<file path="config.mk">
export PLATFORM = sky130hd
export DESIGN_NAME = ir_encoder
export DESIGN_NICKNAME = d
export VERILOG_FILES = /design/src/rtl/ir_encoder_pkg.sv /design/src/rtl/ir_carrier_gen.sv /design/src/rtl/ir_encoder.sv
export SDC_FILE = /design/constraint.sdc
export NUM_CORES = 1
export LEC_CHECK = 0
export BUFFER_PORTS_ARGS = -buffer_cell sky130_fd_sc_hd__buf_2
export CAP_MARGIN = 20
export CORE_UTILIZATION = 60
export DETAILED_ROUTE_END_ITERATION = 8
export PLACE_DENSITY = 0.81
export RECOVER_POWER = 50
export SLEW_MARGIN = 20
export SYNTH_ARGS = -nofsm -noshare
export SYNTH_HDL_FRONTEND = slang
export SYNTH_SLANG_ARGS = --single-unit
</file>
<file path="constraint.sdc">
create_clock -name clk -period 9.8 [get_ports clk]
set_input_delay 1.96 -clock clk [delete_from_list [all_inputs] [get_ports clk]]
set_output_delay 1.96 -clock clk [all_outputs]
set_load 0.05 [all_outputs]
</file>
<file path="src/rtl/ir_encoder_pkg.sv">
// ir_encoder_pkg: shared types and constants for the NEC IR transmit encoder.
//   state_e          - frame sequencer states
//   *_UNITS          - segment lengths in NEC units T (562.5 us)
//   BIT_COUNT        - payload bits per frame
//   is_mark()        - true for states that drive a burst
//   seg_units()      - length of the current segment in units
package ir_encoder_pkg;

  typedef enum logic [2:0] {
    StIdle,
    StLeadMark,
    StLeadSpace,
    StBitMark,
    StBitSpace,
    StStopMark
  } state_e;

  localparam int unsigned LEAD_MARK_UNITS  = 16;
  localparam int unsigned LEAD_SPACE_UNITS = 8;
  localparam int unsigned BIT0_SPACE_UNITS = 1;
  localparam int unsigned BIT1_SPACE_UNITS = 3;
  localparam int unsigned MARK_UNITS       = 1;

  localparam int unsigned BIT_COUNT = 32;
  localparam int unsigned BIT_IDX_W = $clog2(BIT_COUNT);

  function automatic logic is_mark(state_e s);
    return (s == StLeadMark) || (s == StBitMark) || (s == StStopMark);
  endfunction

  // Idle reports one unit so the derived segment limit never underflows.
  function automatic int unsigned seg_units(state_e s, logic bit_val);
    int unsigned units;
    case (s)
      StLeadMark:  units = LEAD_MARK_UNITS;
      StLeadSpace: units = LEAD_SPACE_UNITS;
      StBitSpace:  units = bit_val ? BIT1_SPACE_UNITS : BIT0_SPACE_UNITS;
      default:     units = MARK_UNITS;
    endcase
    return units;
  endfunction

endpackage

</file>
<file path="src/rtl/ir_carrier_gen.sv">
// ir_carrier_gen: restartable carrier divider for IR burst modulation.
//   clk     - system clock
//   rst     - synchronous reset, active-low
//   restart - force the count to zero on this edge (start of a mark)
//   carrier - carrier level for the cycle that follows this edge
//             (lookahead, so the consumer can register it alongside its own
//             next-state envelope)
// The count runs 0..CARRIER_DIV-1; the carrier is high for counts
// 0..CARRIER_HIGH-1, so the first cycle after a restart is high.
module ir_carrier_gen #(
  parameter int unsigned CARRIER_DIV  = 658,
  parameter int unsigned CARRIER_HIGH = 219
) (
  input  logic clk,
  input  logic rst,
  input  logic restart,
  output logic carrier
);

  localparam int unsigned CntW = (CARRIER_DIV > 1) ? $clog2(CARRIER_DIV) : 1;

  logic [CntW-1:0] cnt_q, cnt_d;

  always_comb begin
    cnt_d = cnt_q + 1'b1;
    if (restart || (cnt_q == CntW'(CARRIER_DIV - 1))) begin
      cnt_d = '0;
    end
  end

  assign carrier = 32'(cnt_d) < CARRIER_HIGH;

  always_ff @(posedge clk) begin
    if (!rst) begin
      cnt_q <= '0;
    end else begin
      cnt_q <= cnt_d;
    end
  end

endmodule

</file>
<file path="src/rtl/ir_encoder.sv">
// ir_encoder: NEC infrared transmit encoder.
// Accepts a 32-bit frame word on a valid/ready handshake and serialises it as
// leader mark (16T), leader space (8T), 32 pulse-distance bits LSB first
// (1T mark + 1T/3T space) and a 1T stop mark.
//   clk       - system clock
//   rst       - synchronous reset, active-low
//   cmd       - frame word, sent verbatim, latched on accept
//   valid     - cmd is offered
//   ready     - encoder idle, accept happens on valid && ready
//   ir_output - registered LED drive, high = burst
// Build option IR_ENCODER_CARRIER_EN: marks are ANDed with a CARRIER_DIV /
// CARRIER_HIGH carrier restarted at every mark. Without it the raw envelope
// is driven for an external modulator.
module ir_encoder
  import ir_encoder_pkg::*;
#(
  parameter int unsigned CLK_HZ       = 25_000_000,
  parameter int unsigned UNIT_CYCLES  = CLK_HZ * 9 / 16000,
  parameter int unsigned CARRIER_DIV  = 658,
  parameter int unsigned CARRIER_HIGH = 219
) (
  input  logic        clk,
  input  logic        rst,
  input  logic [31:0] cmd,
  input  logic        valid,
  output logic        ready,
  output logic        ir_output
);

  localparam int unsigned MaxSegCycles = LEAD_MARK_UNITS * UNIT_CYCLES;
  localparam int unsigned CntW         = (MaxSegCycles > 1) ? $clog2(MaxSegCycles) : 1;

  state_e                 state_q, state_d;
  logic [CntW-1:0]        dur_q, dur_d;
  logic [CntW-1:0]        seg_last;
  logic                   seg_end;
  logic [BIT_IDX_W-1:0]   bit_q, bit_d;
  logic [31:0]            shift_q, shift_d;
  logic                   ready_q;
  logic                   ir_q;
  logic                   accept;
  logic                   carrier_nxt;

  assign accept = valid && ready_q;

  always_comb begin
    state_d  = state_q;
    dur_d    = dur_q;
    bit_d    = bit_q;
    shift_d  = shift_q;
    // shift_q[0] is always the bit currently being sent.
    seg_last = CntW'(seg_units(state_q, shift_q[0]) * UNIT_CYCLES - 1);
    seg_end  = (dur_q == seg_last);

    if (state_q != StIdle) begin
      dur_d = seg_end ? '0 : dur_q + 1'b1;
    end

    case (state_q)
      StIdle: begin
        if (accept) begin
          state_d = StLeadMark;
          dur_d   = '0;
          bit_d   = '0;
          shift_d = cmd;
        end
      end
      StLeadMark: begin
        if (seg_end) state_d = StLeadSpace;
      end
      StLeadSpace: begin
        if (seg_end) state_d = StBitMark;
      end
      StBitMark: begin
        if (seg_end) state_d = StBitSpace;
      end
      StBitSpace: begin
        if (seg_end) begin
          if (bit_q == BIT_IDX_W'(BIT_COUNT - 1)) begin
            state_d = StStopMark;
          end else begin
            state_d = StBitMark;
            bit_d   = bit_q + 1'b1;
            shift_d = shift_q >> 1;
          end
        end
      end
      StStopMark: begin
        if (seg_end) state_d = StIdle;
      end
      default: state_d = StIdle;
    endcase
  end

`ifdef IR_ENCODER_CARRIER_EN
  logic restart;

  // Every mark is entered from a different state, so a state change into a
  // mark identifies the first cycle of each burst.
  assign restart = is_mark(state_d) && (state_d != state_q);

  ir_carrier_gen #(
    .CARRIER_DIV  (CARRIER_DIV),
    .CARRIER_HIGH (CARRIER_HIGH)
  ) u_carrier (
    .clk     (clk),
    .rst     (rst),
    .restart (restart),
    .carrier (carrier_nxt)
  );
`else
  logic unused_carrier_cfg;

  assign unused_carrier_cfg = ^{CLK_HZ, CARRIER_DIV, CARRIER_HIGH};
  assign carrier_nxt        = 1'b1;
`endif

  // Outputs are registered from the next state so they line up with state_q.
  always_ff @(posedge clk) begin
    if (!rst) begin
      state_q <= StIdle;
      dur_q   <= '0;
      bit_q   <= '0;
      shift_q <= '0;
      ready_q <= 1'b0;
      ir_q    <= 1'b0;
    end else begin
      state_q <= state_d;
      dur_q   <= dur_d;
      bit_q   <= bit_d;
      shift_q <= shift_d;
      ready_q <= (state_d == StIdle);
      ir_q    <= is_mark(state_d) && carrier_nxt;
    end
  end

  assign ready     = ready_q;
  assign ir_output = ir_q;

endmodule

</file>
==> flow_metrics.tcl <==
set metrics [dict create \
    seq_power_share_pct 24.2 \
    synth.area.top_cells "dfxtp_1, ha_1, nand2_1" \
    ys_ff_latch 60 \
    die_x_um 93.2 \
    dp_hpwl_um 8260 \
    htreeDepth 3 \
    synthAdderAreaFrac_pct 9.38 \
    crit_fanout 48 \
    cap_violations 1 \
    core_um2 7890 \
    yosys_most_used_dff "dfxtp_1" \
    outcome "complete, but fails checks" \
    grt_pass1_wl_um 18700 \
    startpoint "state_q[2]" \
    synth.area.mux_share_pct 14.9 \
    fin_nets 671 \
    tightest_slew_ns 1.89 \
    critPathSlowestCell "dfxtp_1" \
    num_vias 4353 \
    yosysWarnings 0 \
    synth_edf_count 0 \
    violations "max-capacitance violations, max-slew violations" \
    critPathKind "register to register" \
    end_kind "register" \
    synth-xor-area-share_pct 6.54 \
    yosysTopAreaCellShare_pct 24.1 \
    cp.arrival_ns 7.59 \
    clk_latency_ns 0.35 \
    vdd_drop_max_uv 147 \
    overflow 0 \
    max_stage_delay_ns 1.61 \
    cts_sinks 60 \
    ctsLongestPathBuffers 2 \
    syn_inst 583 \
    finalHoldViolations 0 \
    syn_nets 653 \
    drt.antenna.violating_nets 0 \
    power_mw 1.16 \
    place_congestion 0.905 \
    wl_um 11100 \
    drive_above_1_share_pct 16.7 \
    ctsResizeCount 0 \
    die_y_um 93.2 \
    timing.hold.ws_ns 0.460 \
    layout_common_cells "nand2_1, dfxtp_1, mux2i_1" \
    leakage_nw 2.39 \
    syn_area_per_cell_um2 8.56 \
    clock.fmax_ghz 0.136 \
    cts_buffers 9 \
    final_common_cell "nand2_1" \
    synthArstFlopShare_pct 0 \
    hp-start "shift_q[10]" \
    synth_compound_area_share_pct 17.0 \
    p_per_area_nw_per_um2 216 \
    period_needed_ns 7.37 \
    vias_per_cell 6.15 \
    post-route-drc-count 0 \
    antenna_found_initial 0 \
    area_growth_pct 7.57 \
    start_kind "register" \
    p_clk_share_pct 19.5 \
    final-setup-viol-count 0 \
    netSwitchingFraction_pct 43.8 \
    fin_tns_setup_ns 0 \
    r2r-start "state_q[2]" \
    hold_buffers 0 \
    synthesis.area_um2 4990 \
    min_period_over_period_pct 75.2 \
    rsz0062_at_grt "no" \
    clock_skew_ns 0.0118 \
    comb_power_share_pct 56.3 \
    numPortBuffers 36 \
    wl_per_cell_um 15.7 \
    yosysSeqAreaShare_pct 24.1 \
    relSlewSlack_pct -26.4 \
    grt_max_degree 80 \
    dieArea_um2 8690 \
    ios 37 \
    synth_top_family_by_area "simple AND/OR/NAND/NOR gates" \
    start_util_pct 63.3 \
    min_path_type "register to register" \
    tritoncts "done" \
    cp_data_required_time_ns 10.02 \
    yosysTopAreaCell "dfxtp_1" \
    n_antenna_cell 0 \
    grt_pass1_vias 4210 \
    cp_common_cell "ha_1" \
    crit_chain "nor2_1 > inv_1 > ha_1 > ha_1 > xnor2_1 > ha_1 > or2_2 > ha_1 > a21oi_1 > o211ai_1 > o221ai_1 > nor4b_1 > and4_1 > nand3b_1 > a211o_1 > a311oi_4 > buf_4 > nor4bb_1 > or4_1" \
    cts-root-buf "clkbuf_8" \
    drv_slew 49 \
    clk_pin_slew_worst_paths_ns 0.08 \
    switching_power_uw 507 \
    drt_iter0_markers 175 \
    rows 32 \
    yosys.cell_types.count 77 \
    cts_setup_buffers 0 \
    grt_usage_pct 27.0 \
    synth_simple_gate_area_share_pct 24.4 \
    dr.pass1.iters 5 \
    p_int_uw 651 \
]
## synthesized netlist by cell type, types with 7 or more instances
cell      number
nand4_1        7
inv_1         11
clkbuf_1      20
a21o_1         9
ha_1          31
mux2i_1       36
nand2_1      101
mux2_2        33
nor4b_1        7
nor2_1        25
xnor2_1       20
and3_1        17
a21oi_1       12
dfxtp_1       60
nand2b_1       9
o31ai_1        9
or3_1          7
xor2_1         7
o21ai_0        7
nand3_1       19
## path summary, 6_finish.rpt
path                               endpoint  cells past startpoint  slack (ns)
worst min register to register  shift_q[10]                      2        0.46
worst max-delay path             state_q[1]                     19        2.43
worst min-delay path            shift_q[10]                      2        0.46
worst max register to register   state_q[1]                     19        2.43
## layer usage
| metal | global-route usage, % | wire length (µm) | share of wire (%) |
|---|---|---|---|
| met5 | 0 | 0 | 0 |
| met3 | 5.85 | 602 | 5.4 |
| met2 | 47.5 | 5520 | 50 |
| met1 | 32.4 | 4850 | 44 |
| met4 | 8.72 | 160 | 1.4 |
## logic make-up (layout without fill, tap and decap cells)
group	Yosys count	in the layout
buffers and inverters	44	67
adder cells (fa/ha/maj)	35	35
XOR/XNOR	31	31
multiplexers	70	70
AND/OR/NAND/NOR	237	237
AO/OA/AOI/OAI	106	106
flip-flops	60	60
## worst max-delay path: cells and delay by family (launching register included)
| family | cells | cell delay, ns |
|---|---|---|
| compound gates | 5 | 1.71 |
| simple gates | 7 | 2.14 |
| xor+xnor | 1 | 0.16 |
| fa+ha+maj | 4 | 1.04 |
| buf+inv | 2 | 0.57 |
| flops | 1 | 1.61 |
## cell type report
type / instances / area, µm²
repair buffers: 39 / 200
well taps: 102 / 128
multi-input cells: 479 / 3600
inverters: 12 / 45.0
flip-flops and latches: 60 / 1200
clock buffers: 10 / 128
fillers: 641 / 2520
clock inverters: 6 / 63.8
## through the flow
stage          setup WS (ns)  area, µm²  instances  util [%]
2_1_floorplan           4.23       4990        583         -
3_3_place_gp            3.55       5190        692      65.8
3_5_place_dp            3.35       5190        692      65.8
4_1_cts                 3.32       5380        708      68.2
5_1_grt                 1.88       5370        708      68.1
6_report                2.43       5370        708      68.1
## flip-flops by register name, indices dropped and copies added (netlist names)
register,count
state_q,3
ir_output,1
ready,1
bit_q,5
dur_q,18
shift_q,32
## power groups by stage
stage / clock (mW) / combinational (mW) / sequential (mW)
finish: 0.225 / 0.652 / 0.281
global placement: 0 / 0.631 / 0.284
CTS: 0.227 / 0.650 / 0.281
detailed placement: 0 / 0.644 / 0.286
global route: 0.239 / 0.712 / 0.283
floorplan: 0 / 0.519 / 0.288
Power figures use the tool's default switching activity.
